`config.mk`:
```
export PLATFORM = sky130hd
export DESIGN_NAME = mux_rr_stream
export DESIGN_NICKNAME = d
export VERILOG_FILES = /design/src/rtl/mux_rr_pkg.sv /design/src/rtl/mux_rr_stream_rr_arbiter.sv /design/src/rtl/mux_rr_stream.sv
export SDC_FILE = /design/constraint.sdc
export NUM_CORES = 1
export LEC_CHECK = 0
export CAP_MARGIN = 20
export CELL_PAD_IN_SITES_DETAIL_PLACEMENT = 0
export CELL_PAD_IN_SITES_GLOBAL_PLACEMENT = 1
export CORE_AREA = 2 2 55 83
export CTS_BUF_LIST = sky130_fd_sc_hd__clkbuf_8
export DETAILED_ROUTE_END_ITERATION = 8
export DIE_AREA = 0 0 57 85
export PLACE_DENSITY_LB_ADDON = 0.1
export SLEW_MARGIN = 20
export SYNTH_ARGS = -nofsm -noshare
export SYNTH_HDL_FRONTEND = slang
export SYNTH_SLANG_ARGS = --single-unit
```
`constraint.sdc`:
```
create_clock -name clk -period 2.3 [get_ports clk]
set_input_delay 0.345 -clock clk [delete_from_list [all_inputs] [get_ports clk]]
set_output_delay 0.345 -clock clk [all_outputs]
set_load 0.02 [all_outputs]
```
`src/rtl/mux_rr_pkg.sv`:
```
// Shared constants for the N:1 round-robin stream multiplexer.
// The optional statistics build is enabled with MUX_RR_STREAM_STATS_EN.
package mux_rr_pkg;

  // Selection mode encodings carried on the mode input
  localparam logic MODE_RR    = 1'b0;
  localparam logic MODE_FIXED = 1'b1;

  // Largest channel count the multiplexer is sized for
  localparam int MAX_CH = 16;

  // Width of the saturating transfer counter in the statistics build
  localparam int STATS_W = 16;

endpackage

```
`src/rtl/mux_rr_stream_rr_arbiter.sv`:
```
// Combinational rotating-priority arbiter. The search starts at ptr and
// walks upward with wrap-around; the first requesting channel wins.
module rr_arbiter #(
  parameter int N_CH = 4,
  parameter int SELW = $clog2(N_CH)
) (
  input  logic [N_CH-1:0] req,
  input  logic [SELW-1:0] ptr,
  output logic            gnt_vld,
  output logic [SELW-1:0] gnt_idx
);

  // Walk priority offsets from lowest to highest precedence so that the
  // closest requester to ptr is the last (and winning) assignment.
  always_comb begin
    gnt_vld = 1'b0;
    gnt_idx = '0;
    for (int i = N_CH - 1; i >= 0; i--) begin
      for (int k = 0; k < N_CH; k++) begin
        if (req[k] && (k == ((int'(ptr) + i) % N_CH))) begin
          gnt_vld = 1'b1;
          gnt_idx = SELW'(k);
        end
      end
    end
  end

endmodule

```
`src/rtl/mux_rr_stream.sv`:
```
// N:1 stream multiplexer with a registered output stage. Channels are
// chosen either by round-robin arbitration (mode=0) or by the legacy fixed
// select (mode=1). The output register refills in the same cycle it drains,
// giving one beat per cycle at full throughput.
// Defining MUX_RR_STREAM_STATS_EN adds the xfer_cnt and stall status ports.
module mux_rr_stream
  import mux_rr_pkg::*;
#(
  parameter int N_CH = 4,
  parameter int DW   = 8,
  parameter int SELW = $clog2(N_CH)
) (
  input  logic               clk,
  input  logic               rst,
  input  logic               mode,
  input  logic [SELW-1:0]    sel,
  input  logic [N_CH*DW-1:0] in_data,
  input  logic [N_CH-1:0]    in_valid,
  output logic [N_CH-1:0]    in_ready,
  output logic [DW-1:0]      out_data,
  output logic               out_valid,
  input  logic               out_ready,
  output logic [SELW-1:0]    out_ch
`ifdef MUX_RR_STREAM_STATS_EN
  ,
  output logic [STATS_W-1:0] xfer_cnt,
  output logic               stall
`endif
);

  // Pointer after a grant to g: the channel just above g, wrapping at N_CH.
  function automatic logic [SELW-1:0] next_ptr(input logic [SELW-1:0] g);
    if (g == SELW'(N_CH - 1)) begin
      return '0;
    end
    return g + SELW'(1);
  endfunction

  logic [SELW-1:0] rr_ptr;

  logic            load_p0;
  logic            arb_vld_p0;
  logic [SELW-1:0] arb_idx_p0;
  logic            fix_vld_p0;
  logic [SELW-1:0] fix_idx_p0;
  logic            gnt_vld_p0;
  logic [SELW-1:0] gnt_idx_p0;
  logic            xfer_p0;
  logic [DW-1:0]   gnt_data_p0;

  // ---- stage p0: grant selection and input handshake (combinational) ----

  rr_arbiter #(
    .N_CH (N_CH),
    .SELW (SELW)
  ) u_arb (
    .req     (in_valid),
    .ptr     (rr_ptr),
    .gnt_vld (arb_vld_p0),
    .gnt_idx (arb_idx_p0)
  );

  // Fixed select: grant only when sel names an existing, valid channel.
  // Comparing against each constant index keeps out-of-range sel harmless.
  always_comb begin
    fix_vld_p0 = 1'b0;
    fix_idx_p0 = sel;
    for (int k = 0; k < N_CH; k++) begin
      if ((sel == SELW'(k)) && in_valid[k]) begin
        fix_vld_p0 = 1'b1;
      end
    end
  end

  // Mode mux between the arbiter result and the fixed-select override.
  always_comb begin
    if (mode == MODE_FIXED) begin
      gnt_vld_p0 = fix_vld_p0;
      gnt_idx_p0 = fix_idx_p0;
    end else begin
      gnt_vld_p0 = arb_vld_p0;
      gnt_idx_p0 = arb_idx_p0;
    end
  end

  // The output register can take a beat when empty or when it drains now;
  // reset blocks any handshake so no beat is accepted during rst.
  always_comb begin
    load_p0 = !out_valid || out_ready;
    xfer_p0 = !rst && load_p0 && gnt_vld_p0;
  end

  // One-hot ready towards the granted channel and matching data select.
  always_comb begin
    in_ready    = '0;
    gnt_data_p0 = '0;
    for (int k = 0; k < N_CH; k++) begin
      if (gnt_idx_p0 == SELW'(k)) begin
        in_ready[k] = xfer_p0;
        gnt_data_p0 = in_data[k*DW +: DW];
      end
    end
  end

  // ---- stage p1: output register and round-robin pointer ----

  // Load a granted beat, or empty the register when it drains with no grant;
  // while the consumer stalls, everything holds.
  always_ff @(posedge clk) begin
    if (rst) begin
      out_valid <= 1'b0;
      out_data  <= '0;
      out_ch    <= '0;
      rr_ptr    <= '0;
    end else if (load_p0) begin
      out_valid <= gnt_vld_p0;
      if (gnt_vld_p0) begin
        out_data <= gnt_data_p0;
        out_ch   <= gnt_idx_p0;
        rr_ptr   <= next_ptr(gnt_idx_p0);
      end
    end
  end

`ifdef MUX_RR_STREAM_STATS_EN
  // Saturating count of completed output transfers and a one-cycle stall
  // flag registered from every cycle the consumer holds off a valid beat.
  always_ff @(posedge clk) begin
    if (rst) begin
      xfer_cnt <= '0;
      stall    <= 1'b0;
    end else begin
      if (out_valid && out_ready && (xfer_cnt != {STATS_W{1'b1}})) begin
        xfer_cnt <= xfer_cnt + STATS_W'(1);
      end
      stall <= out_valid && !out_ready;
    end
  end
`endif

endmodule
```
Yosys cells after proc, flatten, opt, wreduce, memory -nomap -nowiden
Index checks and enable logic that the tools add are counted.
{ "totals": {"reg_bits": 13, "in_bits": 42, "out_inout_bits": 15, "word_cells": 115} }
{ "op_classes": {"add_sub_neg": 4, "n_eq_ne": 18, "mux": 51, "bitwise_logic": 3, "reduce_logical": 35} }
{ "ops": {"columns": ["op", "n"], "rows": [
  ["32-bit logical NOT", 4],
  ["2-bit two-way mux", 17],
  ["8-bit two-way mux", 4],
  ["1-bit two-way mux", 30],
  ["1-bit logical AND", 22],
  ["3-bit equality test, first input constant", 6],
  ["2-bit by 3-bit equality test with 1-bit output, first input constant", 3],
  ["2-bit equality test, second input constant", 4],
  ["2-bit OR reduction", 3],
  ["2-bit by 1-bit adder with 2-bit output, second input constant", 2],
  ["2-bit adder, second input constant", 2],
  ["2-bit by 1-bit equality test with 1-bit output, second input constant", 2],
  ["2-bit equality test, first input constant", 2],
  ["2-bit logical NOT", 2],
  ["1-bit AND, first input constant", 3],
  ["1-bit by 2-bit equality test with 1-bit output, first input constant", 1],
  ["1-bit logical NOT", 2],
  ["2-bit AND reduction", 1],
  ["1-bit logical OR", 1]
]} }

Longest topological paths before layout
{ "logic_depth": {"depth_word": 27, "depth_mapped": 11, "depth_no_buf": 11} }

Modules after synthesis
From an unflattened synthesis, not the netlist that was laid out.
{ "unflattened": {"hier_cells": 115, "area_unflattened_um2": 1028.5} }
{ "by_module_without_submodules": {"columns": ["mod", "n_inst", "cells_each", "area_each_um2", "seq_area_each_um2"], "rows": [
  ["mux_rr_stream", 1, 104, 959.7, 260.2],
  ["rr_arbiter", 1, 11, 68.8, 0.0]
]} }

Worst setup path after synthesis
Ideal clock, no wire load.
{ "synth_timing": {"kind": "input to output", "start": "input port in_valid[0]", "end": "output port in_ready[3]", "arrival_time_ps": 2204, "t_required_ps": 1955, "slack_ps": -249, "stages": 9, "n_path_buf": 2, "path_cell_list": "nand2b_1 -> a221o_1 -> a211oi_2 -> a311oi_1 -> nor2_1 -> ha_1 -> clkbuf_1 -> clkbuf_1 -> and3_1"} }
{ "synth_between": {"elab_cells_between_ends": 42, "cone_classes": "1 x eq/ne; 35 x mux; 6 x reduce/logical"} }
{ "synth_rtl": {"columns": ["element", "line_no", "text"], "rows": [
  ["start, declared", "mux_rr_stream.sv:18", "input logic [N_CH-1:0] in_valid,"],
  ["1-bit logical AND", "mux_rr_stream_rr_arbiter.sv:20", "if (req[k] && (k == ((int'(ptr) + i) % N_CH))) begin"],
  ["2-bit two-way mux (8 in series)", "mux_rr_stream_rr_arbiter.sv:20", null],
  ["2-bit two-way mux (*) (4 in series)", "mux_rr_stream_rr_arbiter.sv:20", null],
  ["2-bit two-way mux (*)", "mux_rr_stream.sv:77", "if (mode == MODE_FIXED) begin"],
  ["net gnt_idx_p0[0]", "mux_rr_stream.sv:47", "logic [SELW-1:0] gnt_idx_p0;"],
  ["2-bit equality test (*)", "mux_rr_stream.sv:98", "if (gnt_idx_p0 == SELW'(k)) begin"],
  ["1-bit two-way mux (*)", "mux_rr_stream.sv:98", null],
  ["end, declared", "mux_rr_stream.sv:19", "output logic [N_CH-1:0] in_ready,"]
]} }
The timed path passes the listed nets; every way through them passes the cells marked *.

Worst setup path in the final report
{ "layout_timing": {"start": "register rr_ptr[0]", "end": "register out_data[0]"} }
{ "layout_between": {"elab_chain_len": 26, "elab_cells_between_ends": 83, "cone_classes": "3 x add/sub; 15 x eq/ne; 37 x mux; 3 x bitwise; 25 x reduce/logical"} }
{ "layout_rtl": {"columns": ["element", "line_no", "text"], "rows": [
  ["start, declared", "mux_rr_stream.sv:39", "logic [SELW-1:0] rr_ptr;"],
  ["start signal, assigned", "mux_rr_stream.sv:120", "rr_ptr <= next_ptr(gnt_idx_p0);"],
  ["2-bit adder", "mux_rr_stream_rr_arbiter.sv:20", null],
  ["2-bit OR reduction (no source line)", null, null],
  ["1-bit AND (no source line)", null, null],
  ["2-bit by 3-bit equality test with 1-bit output", "mux_rr_stream_rr_arbiter.sv:20", null],
  ["1-bit logical AND", "mux_rr_stream_rr_arbiter.sv:20", null],
  ["1-bit two-way mux", "mux_rr_stream_rr_arbiter.sv:20", null],
  ["2-bit two-way mux (14 in series)", "mux_rr_stream_rr_arbiter.sv:20", null],
  ["2-bit two-way mux", "mux_rr_stream.sv:77", null],
  ["2-bit logical NOT", "mux_rr_stream.sv:98", null],
  ["8-bit two-way mux (4 in series)", "mux_rr_stream.sv:98", null],
  ["end signal, assigned", "mux_rr_stream.sv:118", "out_data <= gnt_data_p0;"],
  ["end, declared", "mux_rr_stream.sv:20", "output logic [DW-1:0] out_data,"]
]} }
Parallel ways exist; a longest one is shown, timed or not.
A chain may end at the register's enable or synchronous reset.

==> flow_summary.ini <==
[status]
status = finished, violations left
violations = setup timing

[yosys]
synth_edf_count = 0
synth_top_family_by_area = compound AO/OA/AOI/OAI gates
seq_area_frac_synth_pct = 27.0
yosys.area.top_type_share_pct = 27.0
ys_top_cells_by_area = dfxtp_1 (27%), nor3_1 (7.3%), a211oi_1 (7.0%), nor2b_1 (6.5%), a221oi_1 (6.4%)
synth-warning-count = 0
synthFlopType = dfxtp_1
postSynthAreaPerCell_sq_um = 7.90
synth-seq-cells = 13
synth-adder-area-share_pct = 5.19
yosysUniqueCellTypes = 34
yosysTopAreaCell = dfxtp_1
synth_compound_area_share_pct = 29.9
synth-simple-area-share_pct = 29.9
yosys.area_share.xor_xnor_pct = 0
netlist_area_sq_um = 963
synthArstFlopShare_pct = 0
synth_mux_area_share_pct = 2.21
synth_cells = 122
synthesis.nets = 168

[drt]
postRouteAntennaNets = 0
firstDrtPassIters = 4
via_count = 1226
drt_iter0_markers = 24
drc = 0
vias_per_cell = 4.94
wl_mm = 3.70
wl_per_cell_um = 14.9

[layout]
nFillCells = 427
multi_input_area_sq_um = 792
fin_nets = 249
area_growth_pct = 102
ff_latch_area_sq_um = 264
num_antenna_cells = 0
drive_gt1_share_pct = 36.1

[sta]
finalMaxSlewViolations = 0
relSlewSlack_pct = 77.5
fin_skew_ps = 4.74
tightest_slew_ps = 337
hold_viol_final = 0
timing.fmax_ghz = 0.409
setup_viol = 10
finalSetupTns_ps = -949
rsz0062_at_grt = true
finalCriticalPeriod_ps = 2440
final.period_utilization_pct = 106
setup_slack_ps = -143

[clock_network]
htreeDepth = 1
clk_pin_slew_worst_paths_ps = 60
cts-root-buf = clkbuf_8
clkLatencyLatePin_ps = 240
cts_buffers = 3
cts-hold-fix-buffers = 0
cts_buffer_depth = 2
cts_tree = done
cts.sinks = 13

[worst_setup_path]
cpMaxStageDelayCell = dfxtp_4
end_kind = register
cp.required_ps = 2430
worstPathArrival_ps = 2570
cp_slowest_stage_delay_ps = 380
crit_type = reg -> reg
critPathMaxFanout = 7
path_cells = and2b_2 -> and2b_2 -> a211oi_2 -> a311oi_2 -> or2_1 -> ha_2 -> nor2b_4 -> a221oi_4 -> nor3_2 -> buf_4 -> a211oi_2 -> nor3_1
start_kind = register

[floorplan]
std_cell_rows = 29
start_util_pct = 23.3
die_h_um = 85
dieWidth_um = 57
dieArea_sq_mm = 0.00485
pin_count = 57
core_area_sq_mm = 0.00414

[pwr]
ir_worst_vdd_uv = 389
powerDensity_mw_per_mm2 = 506
finalPower_mw = 0.986
p_leak_nw = 0.784

[placed_design]
dp_worst_setup_slack_ps = -809
gp_congestion = 0.811
portBuffers = 56
dp_hpwl_mm = 2.90

[global_route]
globalRouteOverflowTotal = 0
antenna_found_initial = 0
grt_pass1_wl_mm = 6.20
grt_pass1_vias = 1335
grtUsageTotal_pct = 16.3
grt_max_degree = 17

[hold_path]
hold_path.class = reg -> reg

[run]
cap_violations = 0
per-stage QoR:
stage	cell area [sq um]	util, %	hold slack, ps	instances
after floorplan	977	-	424	122
after global placement	1730	41.9	483	241
after detailed placement	1730	41.9	482	241
after CTS	1910	46.1	494	247
after global routing	1950	47.1	525	248
final	1950	47.1	494	248
what timing repair did:
action	4_1_cts	5_1_grt
setup buffers	2	2
resized for setup	60	6
hold endpoints to repair	0	0
setup endpoints to repair	12	12
pin swaps	16	11
cell usage in the layout (no fill, tap or decap), types with 2 or more instances in the layout:
master           count
dfxtp_1             12
a211oi_1             5
nor3_1              11
o21ai_0              4
clkdlybuf4s15_1      2
nor3_2               3
nor2b_4              2
dlygate4sd2_1        2
and3_4               4
clkbuf_8             3
nor2b_1              8
a21oi_1              6
a221oi_2             4
clkdlybuf4s50_1     47
nor2_1              10
and2b_2              3
inv_1                5
a221oi_1             2
a211oi_2             5
ha_2                 4
buf_6                5
nand2_1              8
buf_4               25
where the power goes:
group | internal [mW] | switching, mW | total, mW
clock | 0.118 | 0.0866 | 0.205
sequential | 0.254 | 0.0177 | 0.272
combinational | 0.279 | 0.231 | 0.509
total | 0.651 | 0.335 | 0.986
per-layer routing:
layer  GRT usage (%)  up-vias  wire length (um)
li1                -      614                 -
met1            16.5      569              1360
met2            32.7       39              2130
met3            2.13        4               162
met4            5.29        0                42
met5               0        -                 0
worst max-delay path: cells and delay by family (launching register included):
family	cells	cell delay (ps)
simple gates	6	980
compound gates	4	610
fa+ha+maj	1	210
buf+inv	1	140
flops	1	380
final cells by class:
class	count	share of cell area (%)
Timing Repair Buffer	83	39.6
Inverter	5	0.963
Clock buffer	3	2.12
Tap cell	46	2.95
Multi-Input combinational cell	97	40.6
Sequential cell	13	13.5
Clock inverter	1	0.193
synthesized netlist by cell type, types with 3 or more instances:
cell	n
a211oi_1	9
nand2_1	8
nor2b_1	10
dfxtp_1	13
and3_1	4
nor2_1	11
nor3_1	14
ha_1	4
inv_1	4
o21ai_0	4
and2b_2	3
a221oi_1	7
a21oi_1	6
clkbuf_1	5
final timing paths:
check	start	to	slack (ps)	cells after the start
min reg2reg	out_data[4]	out_data[4]	490	2
max	rr_ptr[0]	out_data[0]	-140	12
min	out_data[4]	out_data[4]	490	2
max reg2reg	rr_ptr[0]	out_data[0]	-140	12
state kept, by name (all words and copies together) (netlist names):
| register | flops |
|---|---|
| out_data | 8 |
| out_valid | 1 |
| rr_ptr | 2 |
| out_ch | 2 |
cells by family (layout without fill, tap and decap cells):
family,after synthesis,in the layout
simple gates,55,55
mux,2,2
buf+inv,12,92
compound gates,36,36
fa+ha+maj,4,4
flops,13,13
(Power assumes the default switching activity.)
